$ cat src/rtl/muldiv_sequencer.sv
// muldiv_sequencer: multi-cycle signed multiply / restoring divide with HI/LO result registers.
// Arithmetic runs on operand magnitudes; the sign is applied in a single fix-up cycle.
module muldiv_sequencer #(
    parameter int WIDTH = 32
) (
    input  logic             clk,
    input  logic             reset,
    input  logic             start,
    input  logic             op,
    input  logic [WIDTH-1:0] a,
    input  logic [WIDTH-1:0] b,
    output logic             busy,
    output logic             done,
    output logic             div_zero,
    output logic [WIDTH-1:0] hi,
    output logic [WIDTH-1:0] lo
);
    localparam int CW = $clog2(WIDTH);

    typedef enum logic [1:0] {IDLE, RUN, FIX, FIN} state_t;

    state_t               state, next;
    logic                 op_r, sa, sb, dz;
    logic [CW-1:0]        cnt;
    logic [WIDTH-1:0]     opnd, abs_a, abs_b, fix_hi, fix_lo;
    logic [2*WIDTH-1:0]   acc, step, neg_acc;
    logic [WIDTH:0]       mul_sum, rem_sh, diff;

    assign abs_a = a[WIDTH-1] ? -a : a;
    assign abs_b = b[WIDTH-1] ? -b : b;

    // acc holds {partial product, multiplier} for MULT and {remainder, dividend/quotient} for DIV
    assign mul_sum = {1'b0, acc[2*WIDTH-1:WIDTH]} + {1'b0, acc[0] ? opnd : {WIDTH{1'b0}}};
    assign rem_sh  = {acc[2*WIDTH-1:WIDTH], acc[WIDTH-1]};
    assign diff    = rem_sh - {1'b0, opnd};
    assign step    = op_r ? {diff[WIDTH] ? rem_sh[WIDTH-1:0] : diff[WIDTH-1:0], acc[WIDTH-2:0], ~diff[WIDTH]}
                          : {mul_sum, acc[WIDTH-1:1]};

    assign neg_acc = -acc;
    assign fix_hi  = op_r ? (sa ? -acc[2*WIDTH-1:WIDTH] : acc[2*WIDTH-1:WIDTH])
                          : ((sa ^ sb) ? neg_acc[2*WIDTH-1:WIDTH] : acc[2*WIDTH-1:WIDTH]);
    assign fix_lo  = op_r ? ((sa ^ sb) ? -acc[WIDTH-1:0] : acc[WIDTH-1:0])
                          : ((sa ^ sb) ? neg_acc[WIDTH-1:0] : acc[WIDTH-1:0]);

    assign busy     = (state == RUN) || (state == FIX);
    assign done     = (state == FIN);
    assign div_zero = (state == FIN) && dz;

    always_ff @(posedge clk or posedge reset) begin
        if (reset) state <= IDLE;
        else       state <= next;
    end

    always_comb begin
        next = state;
        case (state)
            IDLE:    if (start) next = (op && b == '0) ? FIN : RUN;
            RUN:     if (cnt == CW'(WIDTH - 1)) next = FIX;
            FIX:     next = FIN;
            default: next = IDLE;
        endcase
    end

    always_ff @(posedge clk or posedge reset) begin
        if (reset) begin
            op_r <= 1'b0;
            sa   <= 1'b0;
            sb   <= 1'b0;
            dz   <= 1'b0;
            cnt  <= '0;
            opnd <= '0;
            acc  <= '0;
            hi   <= '0;
            lo   <= '0;
        end else begin
            case (state)
                IDLE: if (start) begin
                    op_r <= op;
                    sa   <= a[WIDTH-1];
                    sb   <= b[WIDTH-1];
                    dz   <= op && b == '0;
                    cnt  <= '0;
                    opnd <= op ? abs_b : abs_a;
                    acc  <= {{WIDTH{1'b0}}, op ? abs_a : abs_b};
                end
                RUN: begin
                    acc <= step;
                    cnt <= cnt + 1'b1;
                end
                FIX: begin
                    hi <= fix_hi;
                    lo <= fix_lo;
                end
                default: dz <= 1'b0;
            endcase
        end
    end
endmodule

$ cat config.mk
export PLATFORM = sky130hd
export DESIGN_NAME = muldiv_sequencer
export DESIGN_NICKNAME = d
export VERILOG_FILES = /design/src/rtl/muldiv_sequencer.sv
export SDC_FILE = /design/constraint.sdc
export NUM_CORES = 1
export LEC_CHECK = 0
export ABC_CLOCK_PERIOD_IN_PS = 10550
export CAP_MARGIN = 5
export CORE_MARGIN = 2
export CORE_UTILIZATION = 40
export DETAILED_ROUTE_END_ITERATION = 10
export GPL_TIMING_DRIVEN = 0
export PLACE_DENSITY_LB_ADDON = 0.05
export SLEW_MARGIN = 20
export SYNTH_ARGS = -nofsm -noshare
export SYNTH_HDL_FRONTEND = slang
export SYNTH_SLANG_ARGS = --single-unit
$ cat constraint.sdc
create_clock -name clk -period 10.55 [get_ports clk]
set_clock_uncertainty 0.2 [all_clocks]
set_input_delay 1.055 -clock clk [delete_from_list [all_inputs] [get_ports clk]]
set_output_delay 1.055 -clock clk [all_outputs]
set_load 0.01 [all_outputs]
# Word-level counts from Yosys, hierarchy flattened

Index checks and enable logic that the tools add are counted.

Eq/ne operators: 6
Muxes and demuxes: 23
Bitwise logic cells: 3
Add/subtract/negate cells: 8
Reduce and logical (&&, ||, !) cells: 11

Operators by type and width:

| cell                                                            | number |
|---|---|
| 32-bit 2-to-1 mux                                               | 12 |
| 64-bit 2-to-1 mux                                               | 2 |
| 32-bit negator                                                  | 4 |
| 64-bit case mux with 2 select lines                             | 1 |
| 64-bit negator                                                  | 1 |
| 32-bit by 32-bit adder with 33-bit output                       | 1 |
| 33-bit by 32-bit subtractor with 33-bit output                  | 1 |
| 32-bit logical NOT                                              | 1 |
| 5-bit case mux with 2 select lines                              | 1 |
| 2-bit AND reduction                                             | 4 |
| 2-bit 2-to-1 mux                                                | 3 |
| 2-bit case mux with 3 select lines                              | 1 |
| 5-bit by 1-bit adder with 5-bit output, second input constant   | 1 |
| 5-bit == test, second input constant                            | 1 |
| 5-bit 2-to-1 mux                                                | 1 |
| 2-bit == test, second input constant                            | 2 |
| 2-bit by 1-bit == test with 1-bit output, second input constant | 1 |
| 1-bit logical AND                                               | 2 |
| 2-bit logical NOT                                               | 1 |
| 2-bit by 1-bit != test with 1-bit output, second input constant | 1 |
| 2-bit != test, second input constant                            | 1 |
| 1-bit inverter                                                  | 2 |
| 1-bit case mux with 2 select lines                              | 1 |
| 2-bit nonzero test                                              | 1 |
| other kinds (4)                                                 | 4 |

Output and inout bits: 67
Word-level logic and storage cells: 61
Bits of input ports: 68
Register bits: 171

# Logic depth before layout (Yosys ltp)

Word-level depth: 5
Depth in mapped cells: 14
Mapped depth without buffers: 13

# Least setup slack after synthesis

No wires, ideal clock.

Kind: reg-to-reg
Start: reg acc[0]
End: reg acc[62]
Setup slack: 6.598 ns
Stages on the path, launching flop included: 15
Data required time: 10.229 ns
Library setup time: 0.121 ns
Clock period less this slack: 3.952 ns
Arrival: 3.631 ns
Cells stage by stage: dfrtp_1 -> clkbuf_1 -> inv_1 -> clkbuf_1 -> nor2_1 -> ha_1 -> and3_1 -> a221o_1 -> a211o_1 -> or3b_1 -> a31oi_1 -> nor2_1 -> a211o_1 -> and4_1 -> o22a_1

Longest elaborated chain between the ends: 4

Ends and longest elaborated chain:

| item                                      | RTL line | text |
|---|---|---|
| start, declared                           | 26       | `logic [2*WIDTH-1:0] acc, step, neg_acc;` |
| start signal, assigned                    | 84       | `acc <= {{WIDTH{1'b0}}, op ? abs_a : abs_b};` |
| start signal, assigned                    | 87       | `acc <= step;` |
| 32-bit 2-to-1 mux                         | 33       | `assign mul_sum = {1'b0, acc[2*WIDTH-1:WIDTH]} + {1'b0, acc[0] ? opnd : {WIDTH{1'b0}}};` |
| 32-bit by 32-bit adder with 33-bit output | 33       |  |
| 64-bit 2-to-1 mux                         | 36       | `assign step = op_r ? {diff[WIDTH] ? rem_sh[WIDTH-1:0] : diff[WIDTH-1:0], acc[WIDTH-2:0], ~diff[WIDTH]}` |
| 64-bit case mux with 2 select lines       | 76       | `case (state)` |

Every way passes these cells.
A chain may end at the register's enable or synchronous reset.

# Final worst setup path

Ends and elaborated chain as after synthesis.

==> out/results.tsv <==
stage	metric	value	unit
power_and_ir_drop	Lkg Pwr	0.007032	uW
global_routing	global route overflow	0	
detailed_routing	Post-Route WL	51.53	mm
sta	Slew @ Worst Pin	0.9187	ns
cts	Max Buffers Root-to-Sink	2	
global_routing	largest net degree at the start of global routing	99	
run	Maximum Capacitance Violations	0	
cts	root buffer cell	sky130_fd_sc_hd__clkbuf_16	
critical_path	FF-to-FF path depth	14	
placement	final weighted congestion in routability-driven placement	0.9234	
detailed_routing	number of remaining DRC errors	0	
synthesis	fraction of post-synthesis cell area in the top cell type by area	29.78	%
cts	clock insertion delay at the later pin of the skew report	0.46	ns
die	initial core utilization	40.49	%
layout	Syn-to-layout area delta	17.68	%
power_and_ir_drop	Max rail drop VDD	0.0001595	V
cts	Post-CTS Resized	0	
layout	count of antenna diodes in the layout	0	
critical_path	Worst path top cell family by delay	compound AO/OA/AOI/OAI gates	
detailed_routing	routed via count	14190	
cts	Setup Buffers After CTS	0	
sta	Final Setup Violations	0	
power_and_ir_drop	Power Dens Cells	347.5	nW/um^2
critical_path	type of element launching the critical path	flip-flop	
synthesis	main area contributors after synthesis	sky130_fd_sc_hd__dfrtp_1, sky130_fd_sc_hd__a21oi_1, sky130_fd_sc_hd__ha_1	
global_routing	vias in the first global route	13620	
cts	clock slew seen by the registers of the worst setup and hold paths	0.08	ns
critical_path	kind of critical path	reg -> reg	
critical_path	origin of the critical flop-to-flop path	acc[0]	
detailed_routing	routed len/inst	21.12	um
sta	portion of the clock cycle consumed by the worst path in the final layout	47.32	%
synthesis	Syn Std Cell Area	14370	um^2
synthesis	number of synthesized flops with an enable pin	0	
synthesis	largest area contributor in the synthesized netlist	sky130_fd_sc_hd__dfrtp_1	
min_path	Hold Path Depth	2	
die	Die Footprint	37450	um^2
sta	remaining max-slew budget at the tightest pin	38.75	%
critical_path	Buffers & Inverters on Critical Path	3	
sta	Tmin final	4.992	ns
layout	commonest non-fill, non-tap cells in the layout	sky130_fd_sc_hd__nor2_1, sky130_fd_sc_hd__a21oi_1, sky130_fd_sc_hd__dfrtp_1	
cts	clock net sink count	171	
global_routing	combined global-route utilization of all metal layers	27.35	%
critical_path	category of the worst setup path capture point	flip-flop	
critical_path	cell with the largest stage delay on the worst path	sky130_fd_sc_hd__clkbuf_1	
layout	number of nets in the finished design	2110	
sta	number of endpoints with negative hold slack in the final report	0	
cts	TritonCTS Buffers	17	
global_routing	global-route wire length before repair	80.18	mm
critical_path	launching instance or port of the critical path	acc[0]	
synthesis	Most used DFF post-synth	sky130_fd_sc_hd__dfrtp_1	
synthesis	flip-flop and latch count after synthesis	171	
layout	Layout Cells excl Fill	2440	
sta	TNS Setup	0	ns
detailed_routing	DRT antenna net count	0	
synthesis	count of different cell masters after synthesis	81	
die	placeable core region	35480	um^2
critical_path	worst endpoint data arrival time	5.14	ns
detailed_routing	starting DRC count in detailed routing	1279	
placement	Post-Place Cells	2408	
global_routing	initial antenna violation count	1	
min_path	hold path startpoint	opnd[24]	
status	status	finished clean	
cts	H-tree levels	4	
die	die width	193.5	um
detailed_routing	via density per instance	5.817	
placement	number of buffers added on ports	132	
synthesis	async set-reset flop share out of synthesis	100.0	%
layout	post-route standard cell area excluding fillers	16910	um^2
placement	Area after DPL	16300	um^2
critical_path	cell-by-cell trace of the critical path	clkbuf_1, inv_1, clkbuf_1, nor2_1, ha_1, and3_1, a221o_1, a211o_1, or3b_1, a31oi_1, nor2_1, a211o_1, and4_1, o22a_1	
layout	fraction of final layout cells sized beyond drive strength 1	5.255	%
detailed_routing	Pre-Repair DR Iteration Count	6	
synthesis	number of warning messages in the yosys log	0	
sta	maximum operating frequency	0.2003	GHz
placement	Post-DP HPWL	40.74	mm
critical_path	largest stage delay on the critical path	0.55	ns
critical_path	depth of the critical timing path with buffers and inverters included	14	
synthesis	Post-Syn Instances	1814	
power_and_ir_drop	total power consumption of the routed design	5875	uW
synthesis	Synthesized Nets	1958	
synthesis	mean cell area of the mapped netlist	7.920	um^2
layout	most frequent standard cell in the layout excluding fill and tap cells	sky130_fd_sc_hd__nor2_1	
cts	cts-stage hold buffer count	0	
critical_path	critical path data required time	10.70	ns
die	# IOs	135	
cts	CTS tree	done	
min_path	Hold WC Path Type	reg -> reg	
synthesis	fraction of the yosys area taken by sequential cells	29.78	%
sta	final count of pins violating max slew	0	
die	height of the die	193.5	um
die	# rows	69	
critical_path	CP Max Fanout	10	
sta	setup repair after global routing missed its margin	no	
final timing paths:
kind,to,slack [ns]
min,opnd[24],0.27
max reg2reg,acc[62],5.56
min reg2reg,opnd[24],0.27
min in group asynchronous,lo[3],0.84
max,acc[62],5.56
max in group asynchronous,opnd[27],8.42
report_power, final:
| group | switching [uW] | internal, uW | leakage (uW) |
|---|---|---|---|
| clock | 317 | 350 | 0.000295 |
| combinational | 2370 | 1560 | 0.00469 |
| sequential | 323 | 956 | 0.00204 |
metrics by stage:
stage               worst slack (ns)  hold WS, ns  utilization, %
CTS                            5.616       0.2756           47.65
global placement               1.965       0.2568           45.84
detailed placement             5.636       0.2586           45.95
global route                   5.236       0.3047           47.65
finish                         5.558       0.2685           47.65
floorplan                      4.663       0.2387               -
logic make-up (layout without fill, tap and decap cells):
group	count (synthesis)	after routing	share of synthesized area, %
adders and majority gates	76	76	6.723
and+or+nand+nor	581	581	18.87
DFF	171	171	29.78
xor gates and xnor gates	172	172	10.49
buffers and inverters	167	332	4.494
AOI/OAI and AO/OA	591	591	25.41
muxes	56	56	4.232
worst reg2reg max path: cells and delay by family (launching register included):
family	cells	cell delay (ns)
compound gates	5	1.64
fa+ha+maj	1	0.31
buf+inv	3	1.09
flops	1	0.32
simple gates	5	1.32
registers in the layout (all words and copies together) (netlist names):
| signal | count |
|---|---|
| state | 2 |
| sa | 1 |
| lo | 32 |
| cnt | 5 |
| sb | 1 |
| acc | 64 |
| dz | 1 |
| op_r | 1 |
| hi | 32 |
| opnd | 32 |
cell type report:
class / count / area (um^2)
clock inverters: 13 / 151.4
plain buffers: 104 / 409.1
fillers: 3597 / 18580
multi-input cells: 1476 / 9445
inverters: 63 / 244.0
well taps: 461 / 576.8
repair buffers: 133 / 1349
clock buffers: 19 / 452.9
flip-flops and latches: 171 / 4279
synthesized netlist by cell type, types with 5 or more instances:
library cell,count
sky130_fd_sc_hd__nor2_1,238
sky130_fd_sc_hd__a21oi_1,226
sky130_fd_sc_hd__dfrtp_1,171
sky130_fd_sc_hd__nand2_1,151
sky130_fd_sc_hd__clkbuf_1,92
sky130_fd_sc_hd__xnor2_1,86
sky130_fd_sc_hd__xor2_1,86
sky130_fd_sc_hd__ha_1,74
sky130_fd_sc_hd__o21ai_0,70
sky130_fd_sc_hd__o21ai_1,70
sky130_fd_sc_hd__inv_1,62
sky130_fd_sc_hd__mux2_2,38
sky130_fd_sc_hd__a211oi_1,35
sky130_fd_sc_hd__a21o_1,33
sky130_fd_sc_hd__nor3_1,33
sky130_fd_sc_hd__nand3_1,23
sky130_fd_sc_hd__o31ai_1,22
sky130_fd_sc_hd__or3_1,21
sky130_fd_sc_hd__nand2b_1,19
sky130_fd_sc_hd__mux2i_1,18
sky130_fd_sc_hd__a31oi_1,14
sky130_fd_sc_hd__nor2b_1,14
sky130_fd_sc_hd__or4_1,14
sky130_fd_sc_hd__o41ai_1,12
sky130_fd_sc_hd__a221o_1,11
sky130_fd_sc_hd__nand4_1,11
sky130_fd_sc_hd__o211ai_1,11
sky130_fd_sc_hd__o221ai_1,11
sky130_fd_sc_hd__a22oi_1,10
sky130_fd_sc_hd__and3_1,9
sky130_fd_sc_hd__nor4_1,8
sky130_fd_sc_hd__or2_1,8
sky130_fd_sc_hd__buf_1,7
sky130_fd_sc_hd__o21bai_1,7
sky130_fd_sc_hd__and2_1,6
sky130_fd_sc_hd__o21a_1,6
sky130_fd_sc_hd__o31a_1,6
sky130_fd_sc_hd__a211o_1,5
sky130_fd_sc_hd__a22o_1,5
sky130_fd_sc_hd__or4_4,5
routing by layer:
metal | vias to the layer above | global-route usage [%] | routed length [um]
li1 | 6819 | - | -
met1 | 6850 | 40.51 | 25030
met2 | 464 | 42.50 | 22800
met3 | 61 | 2.737 | 2720
met4 | 0 | 7.040 | 981
met5 | - | 0 | 0
(Power assumes the default switching activity.)
==> variant 1: new RTL, config.mk and constraints unchanged <==
Register the inputs `start`, `op`, `a` and `b` before use, with the module's reset. The logic sees them one clock later. Comments in the files are not updated.
--- a/src/rtl/muldiv_sequencer.sv
+++ b/src/rtl/muldiv_sequencer.sv
@@ -19,6 +19,25 @@
 
     typedef enum logic [1:0] {IDLE, RUN, FIX, FIN} state_t;
 
+    logic start_q;
+    logic op_q;
+    logic [WIDTH-1:0] a_q;
+    logic [WIDTH-1:0] b_q;
+
+    always_ff @(posedge clk or posedge reset) begin
+        if (reset) begin
+            start_q <= '0;
+            op_q    <= '0;
+            a_q     <= '0;
+            b_q     <= '0;
+        end else begin
+            start_q <= start;
+            op_q    <= op;
+            a_q     <= a;
+            b_q     <= b;
+        end
+    end
+
     state_t               state, next;
     logic                 op_r, sa, sb, dz;
     logic [CW-1:0]        cnt;
@@ -26,8 +45,8 @@
     logic [2*WIDTH-1:0]   acc, step, neg_acc;
     logic [WIDTH:0]       mul_sum, rem_sh, diff;
 
-    assign abs_a = a[WIDTH-1] ? -a : a;
-    assign abs_b = b[WIDTH-1] ? -b : b;
+    assign abs_a = a_q[WIDTH-1] ? -a_q : a_q;
+    assign abs_b = b_q[WIDTH-1] ? -b_q : b_q;
 
     // acc holds {partial product, multiplier} for MULT and {remainder, dividend/quotient} for DIV
     assign mul_sum = {1'b0, acc[2*WIDTH-1:WIDTH]} + {1'b0, acc[0] ? opnd : {WIDTH{1'b0}}};
@@ -54,7 +73,7 @@
     always_comb begin
         next = state;
         case (state)
-            IDLE:    if (start) next = (op && b == '0) ? FIN : RUN;
+            IDLE:    if (start_q) next = (op_q && b_q == '0) ? FIN : RUN;
             RUN:     if (cnt == CW'(WIDTH - 1)) next = FIX;
             FIX:     next = FIN;
             default: next = IDLE;
@@ -74,14 +93,14 @@
             lo   <= '0;
         end else begin
             case (state)
-                IDLE: if (start) begin
-                    op_r <= op;
-                    sa   <= a[WIDTH-1];
-                    sb   <= b[WIDTH-1];
-                    dz   <= op && b == '0;
+                IDLE: if (start_q) begin
+                    op_r <= op_q;
+                    sa   <= a_q[WIDTH-1];
+                    sb   <= b_q[WIDTH-1];
+                    dz   <= op_q && b_q == '0;
                     cnt  <= '0;
-                    opnd <= op ? abs_b : abs_a;
-                    acc  <= {{WIDTH{1'b0}}, op ? abs_a : abs_b};
+                    opnd <= op_q ? abs_b : abs_a;
+                    acc  <= {{WIDTH{1'b0}}, op_q ? abs_a : abs_b};
                 end
                 RUN: begin
                     acc <= step;
Formal check against the unedited RTL: not equivalent (a bounded check fails within 4 cycles, from zero or initial values and one cycle with reset high).
==> variant 1 against the original RTL <==
Power rose by 7.5%. Final area is 13% higher. Maximum frequency increased by 5.0%. Count of clock-buffer cells in the layout grew 13. Sequential cell count grew 66. Worst setup slack better by 240 ps. Global-route usage down 0.87 points. Synthesized area rose by 11%. Core utilization up 0.85 points. Wire length grew 7.0%. Critical path type unchanged. Critical endpoint is now acc[56]. Largest cell class unchanged.
==> variant 1: results (changes against the original RTL) <==
status -> complete, no violations
sequential area share after synthesis -> 37.2% (+7.4 points)
initial antenna violation count -> 0 (-1)
largest net degree at the start of global routing -> 90 (-9.1%)
GR Layer Usage met1 -> 35.7% (-4.9 points)
# resized after CTS -> 0 (unchanged)
Post-Syn Nets -> 2,011 (+2.7%)
Slew headroom -> 21.4% (-17 points)
DP HPWL -> 43,300 um (+6.4%)
Largest Register -> acc
WHS -> 276 ps (+7.04 ps)
buffers added on ports -> 134 (+1.5%)
Critical Path Fanout Max -> 10 (unchanged)
Psw -> 2.95 mW (-2.1%)
clock transition at the registers of the reported paths -> 60 ps (-20 ps)
Fillers -> 3,865 (+7.5%)
Skew-Pair Late Insertion Delay -> 600 ps (+140 ps)
Post-DRT Antenna Nets -> 0 (unchanged)
total track usage -> 26.5% (-0.87 points)
number of global-route vias before repair -> 14,191 (+4.2%)
post-CTS setup buffer count -> 0 (unchanged)
Max Root-Sink Buffers -> 3 (+1)
Hold Path Stages -> 2 (unchanged)
R2R depth -> 15 (+1)
critical path startpoint -> acc[0]
final wirelength -> 55,100 um (+7.0%)
worst reg2reg setup slack -> 5790 ps (+240 ps)
Hold WC Path Type -> register to register
Leak -> 8.11 nW (+15%)
vias per inst -> 5.60 (-3.7%)
worst vdd ir -> 0.148 mV (-6.9%)
Pre-antenna DRT Iters -> 5 (-1)
met3 GRT Util -> 2.59% (-0.15 points)
post-synthesis async set-or-reset flop share -> 100% (unchanged)
GP Congestion -> 0.919 (-0.49%)
Distinct cells, synth -> 83 (+2.5%)
max reg flops -> 64 (unchanged)
TritonCTS Buffers -> 30 (+13)
Iter 0 DRT Violations -> 961 (-25%)
Min-Delay Endpoint -> opnd[3]
nets -> 2,179 (+3.3%)
Worst EP arrival -> 4990 ps (-150 ps)
Synth area leaders -> dfrtp_1 (37%), a21oi_1 (6.6%), ha_1 (5.8%)
R2R Path Start -> acc[0]
Ant. Diodes -> 0 (unchanged)
share of cells above drive strength 1 -> 6.12% (+0.86 points)
htree depth -> 1 (-3)
Hold Crit Start -> opnd[3]
Post-synth top cells -> dfrtp_1 (237), a21oi_1 (210), nor2_1 (209), o21ai_0 (149), nand2_1 (142)
Syn. warnings -> 0 (unchanged)
RR Endpoint -> acc[56]
met2 Usage GRT -> 45.2% (+2.7 points)
Root Buffer -> clkbuf_16
global-route wire length before repair -> 84,800 um (+5.7%)
## variant 1: changes by cell type after synthesis, sizes merged, moves of 9 or more
cell,change
mux2i,+22
dfrtp,+66
a21oi,-16
nor2,-28
o221ai,-9
a221o,-9
a22oi,+14
or3,-12
xor2,-11
o21ai,+19
xnor2,+14
## variant 1: layer usage
| metal | wire length (um) | part of all wire, % |
|---|---|---|
| met5 | 0 | 0 |
| met4 | 1650 | 3.0 |
| met3 | 1840 | 3.3 |
| met2 | 26600 | 48 |
| met1 | 25100 | 46 |
## variant 1: cells by family after synthesis
logic type,share of synthesized area (%)
compound gates,22.0
simple gates,16.3
flops,37.2
xor+xnor,9.60
buf+inv,4.14
fa+ha+maj,6.05
mux,4.77
## variant 1: worst max-delay path, cell delays in order, from the launching register on
cell and delay [ps]:
dfrtp_1 520, inv_1 310, clkbuf_1 480, nor2_1 90, ha_1 280, clkbuf_1 190, a21oi_1 210, o211ai_1 130
a211oi_1 410, nor4_1 170, o21ai_0 720, a31oi_1 290, a31oi_1 280, xnor2_1 100, a22oi_1 140, o21ai_0 110
## variant 1: layout make-up
cell class	count	share of cell area [%]
flip-flops and latches	237	30.9
inverters	65	1.31
clock inverters	24	1.98
multi-input cells	1461	48.9
well taps	525	3.42
repair buffers	136	7.28
clock buffers	32	4.00
plain buffers	104	2.17
## variant 1: per-stage QoR
| stage | instance area (um^2) | cells | worst slack (ps) | TNS (ps) |
|---|---|---|---|---|
| 2_1_floorplan | 16000 | 1867 | 2790 | 0 |
| 3_3_place_gp | 18000 | 2526 | -582 | -130010 |
| 5_1_grt | 19200 | 2584 | 5630 | 0 |
| 6_report | 19200 | 2584 | 5790 | 0 |
| 3_5_place_dp | 18000 | 2528 | 5890 | 0 |
| 4_1_cts | 19200 | 2584 | 5900 | 0 |
## variant 1: power groups by stage
stage | clock network, mW | logic (mW) | registers, mW
after floorplan | 0 | 2.34 | 1.48
after detailed placement | 0 | 3.61 | 1.52
after global routing | 1.25 | 3.97 | 1.54
after global placement | 0 | 3.59 | 1.51
final | 1.18 | 3.63 | 1.50
after CTS | 1.21 | 3.63 | 1.50
## variant 1: worst max-delay path by stage
stage                          to  slack, ps
after floorplan            a_q[0]       2790
after global placement     hi[15]       -580
after detailed placement  acc[56]       5890
after CTS                 acc[56]       5900
after global routing      acc[56]       5630
final                     acc[56]       5790
==> variant 2: new RTL, same flow settings <==
Made on the original files. The parameter `WIDTH` goes from 32 to 64.
--- a/src/rtl/muldiv_sequencer.sv
+++ b/src/rtl/muldiv_sequencer.sv
@@ -1,7 +1,7 @@
 // muldiv_sequencer: multi-cycle signed multiply / restoring divide with HI/LO result registers.
 // Arithmetic runs on operand magnitudes; the sign is applied in a single fix-up cycle.
 module muldiv_sequencer #(
-    parameter int WIDTH = 32
+    parameter int WIDTH = 64
 ) (
     input  logic             clk,
     input  logic             reset,
Interface: changed (resized a, b, hi and lo); port bits go from 135 to 263. No check against the original RTL was run, so the function may have changed too.
==> variant 2 against the original RTL <==
Final area rose by 110%. Worst setup slack got worse by 1400 ps. Wire length rose to 2.7 times the old value. Clock power rose to 2.5 times the old value. Final cell count rose by 110%. Power rose by 120%. Count of clock-buffer cells in the layout rose by 34. Maximum frequency fell by 22%. Synthesized area rose by 100%. Sequential share of layout area fell by 1.5 points. Sequential cell count rose by 161. Sequential power rose by 97%. Die area rose by 100%. Critical endpoint is now acc[126]. Largest cell class unchanged. Highest routed layer is now met5.
==> variant 2: results (changes against the original RTL) <==
# resized after CTS -> 0 (unchanged)
status -> complete, no violations
Most used DFF post-synth -> dfrtp_1
cell-internal power -> 5.93 mW (+110%)
htree depth -> 2 (-2)
Ant. Diodes -> 0 (unchanged)
sequential area share after synthesis -> 28.2% (-1.6 points)
post-CTS setup buffer count -> 0 (unchanged)
Skew-Pair Late Insertion Delay -> 620 ps (+160 ps)
Worst path max stage delay -> 890 ps (+340 ps)
Root Buffer -> clkbuf_16
worst vdd ir -> 0.173 mV (+8.3%)
vias per inst -> 6.13 (+5.4%)
buffers added on ports -> 260 (+97%)
initial antenna violation count -> 4 (+3)
max reg flops -> 128 (+100%)
Synth Area in XOR/XNOR -> 10.6% (+0.16 points)
Crit-path slowest cell -> o21ai_0
Pre-antenna DRT Iters -> 6 (unchanged)
Hold WC Path Type -> register to register
Leak -> 14.4 nW (+100%)
largest net degree at the start of global routing -> 79 (-20%)
global-route wire length before repair -> 202,000 um (+150%)
GP Congestion -> 0.981 (+6.2%)
critical path's top delay family -> compound AO/OA/AOI/OAI gates
nets -> 4,333 (+110%)
TritonCTS Buffers -> 43 (+26)
Synth Area in Adders -> 5.96% (-0.76 points)
compound-cell area share of the yosys netlist -> 25.2% (-0.24 points)
Iter 0 DRT Violations -> 3,058 (+140%)
Syn. warnings -> 0 (unchanged)
Synth area leaders -> dfrtp_1 (28%), a21oi_1 (6.7%), ha_1 (5.8%)
mux cell area share after synthesis -> 5.88% (+1.6 points)
Critical Path Fanout Max -> 10 (unchanged)
final wirelength -> 141,000 um (+170%)
Max Root-Sink Buffers -> 3 (+1)
DP HPWL -> 114,000 um (+180%)
Largest Register -> acc
clock transition at the registers of the reported paths -> 60 ps (-20 ps)
total track usage -> 36.4% (+9.0 points)
Worst EP arrival -> 6670 ps (+1530 ps)
Slew headroom -> 21.8% (-17 points)
Post-Syn Nets -> 4,024 (+110%)
share of cells above drive strength 1 -> 5.52% (+0.26 points)
post-synthesis async set-or-reset flop share -> 100% (unchanged)
Distinct cells, synth -> 95 (+17%)
number of global-route vias before repair -> 28,892 (+110%)
Post-synth top cells -> nor2_1 (409), a21oi_1 (397), nand2_1 (340), dfrtp_1 (332), o21ai_0 (287)
## variant 2: cell count changes after synthesis, sizes merged, moves of 101 or more
cell    delta
o21ai    +155
a21oi    +171
nand2    +188
xnor2    +101
clkbuf   +128
dfrtp    +161
nor2     +172
## variant 2: metrics by stage
stage / util (%) / setup TNS, ps / instance area [um^2] / std cells / setup WS (ps)
final: 47.9 / 0 / 34900 / 5054 / 4120
after global routing: 47.9 / 0 / 34900 / 5054 / 4130
after CTS: 47.9 / 0 / 34900 / 5054 / 4370
after detailed placement: 45.7 / 0 / 33400 / 4976 / 4390
after global placement: 45.6 / -1693500 / 33200 / 4972 / -5150
after floorplan: - / 0 / 29400 / 3753 / 98.5
## variant 2: area by class of cell
cell class              count  area, um^2
flip-flops and latches    332        8310
fillers                  7395       38000
clock inverters            25         393
inverters                 125         477
multi-input cells        3047       19700
well taps                 959        1200
clock buffers              53        1180
repair buffers            264        2710
plain buffers             249         966
## variant 2: metal layers
layer | GRT usage [%] | wire, um | vias to the layer above | share of wire, %
li1 | - | - | 14196 | -
met1 | 50.1 | 60600 | 14998 | 43
met2 | 58.1 | 63400 | 1512 | 45
met3 | 4.25 | 10200 | 280 | 7.3
met4 | 14.5 | 6420 | 2 | 4.6
met5 | 0 | 13 | - | 0.0092
## variant 2: path summary, 6_finish.rpt
kind / start / end / slack (ps) / cells past startpoint
setup reg to reg: acc[0] / acc[126] / 4120 / 15
min in group asynchronous: reset / acc[75] / 680 / 2
setup / recovery: acc[0] / acc[126] / 4120 / 15
hold reg to reg: opnd[51] / opnd[51] / 280 / 2
hold / removal: opnd[51] / opnd[51] / 280 / 2
max in group asynchronous: reset / opnd[52] / 7900 / 5
## variant 2: power groups by stage
stage               logic (mW)  registers, mW  clock network, mW
floorplan                 5.17           2.37                  0
global placement          8.50           2.51                  0
detailed placement        8.44           2.51                  0
CTS                       8.50           2.50               1.70
global route              9.23           2.56               1.75
finish                    8.69           2.52               1.69
## variant 2: cells by family (layout without fill, tap and decap cells)
logic type	Yosys count	after routing
buffers and inverters	374	716
adders and majority gates	139	139
AOI/OAI and AO/OA	1184	1184
muxes	164	164
xor gates and xnor gates	358	358
and+or+nand+nor	1202	1202
DFF	332	332
## variant 2: tightest hold or removal path, delay by kind of cell, from the launching register on
family | cells | cell delay (ps)
and+or+nand+nor | 2 | 110
DFF | 1 | 340
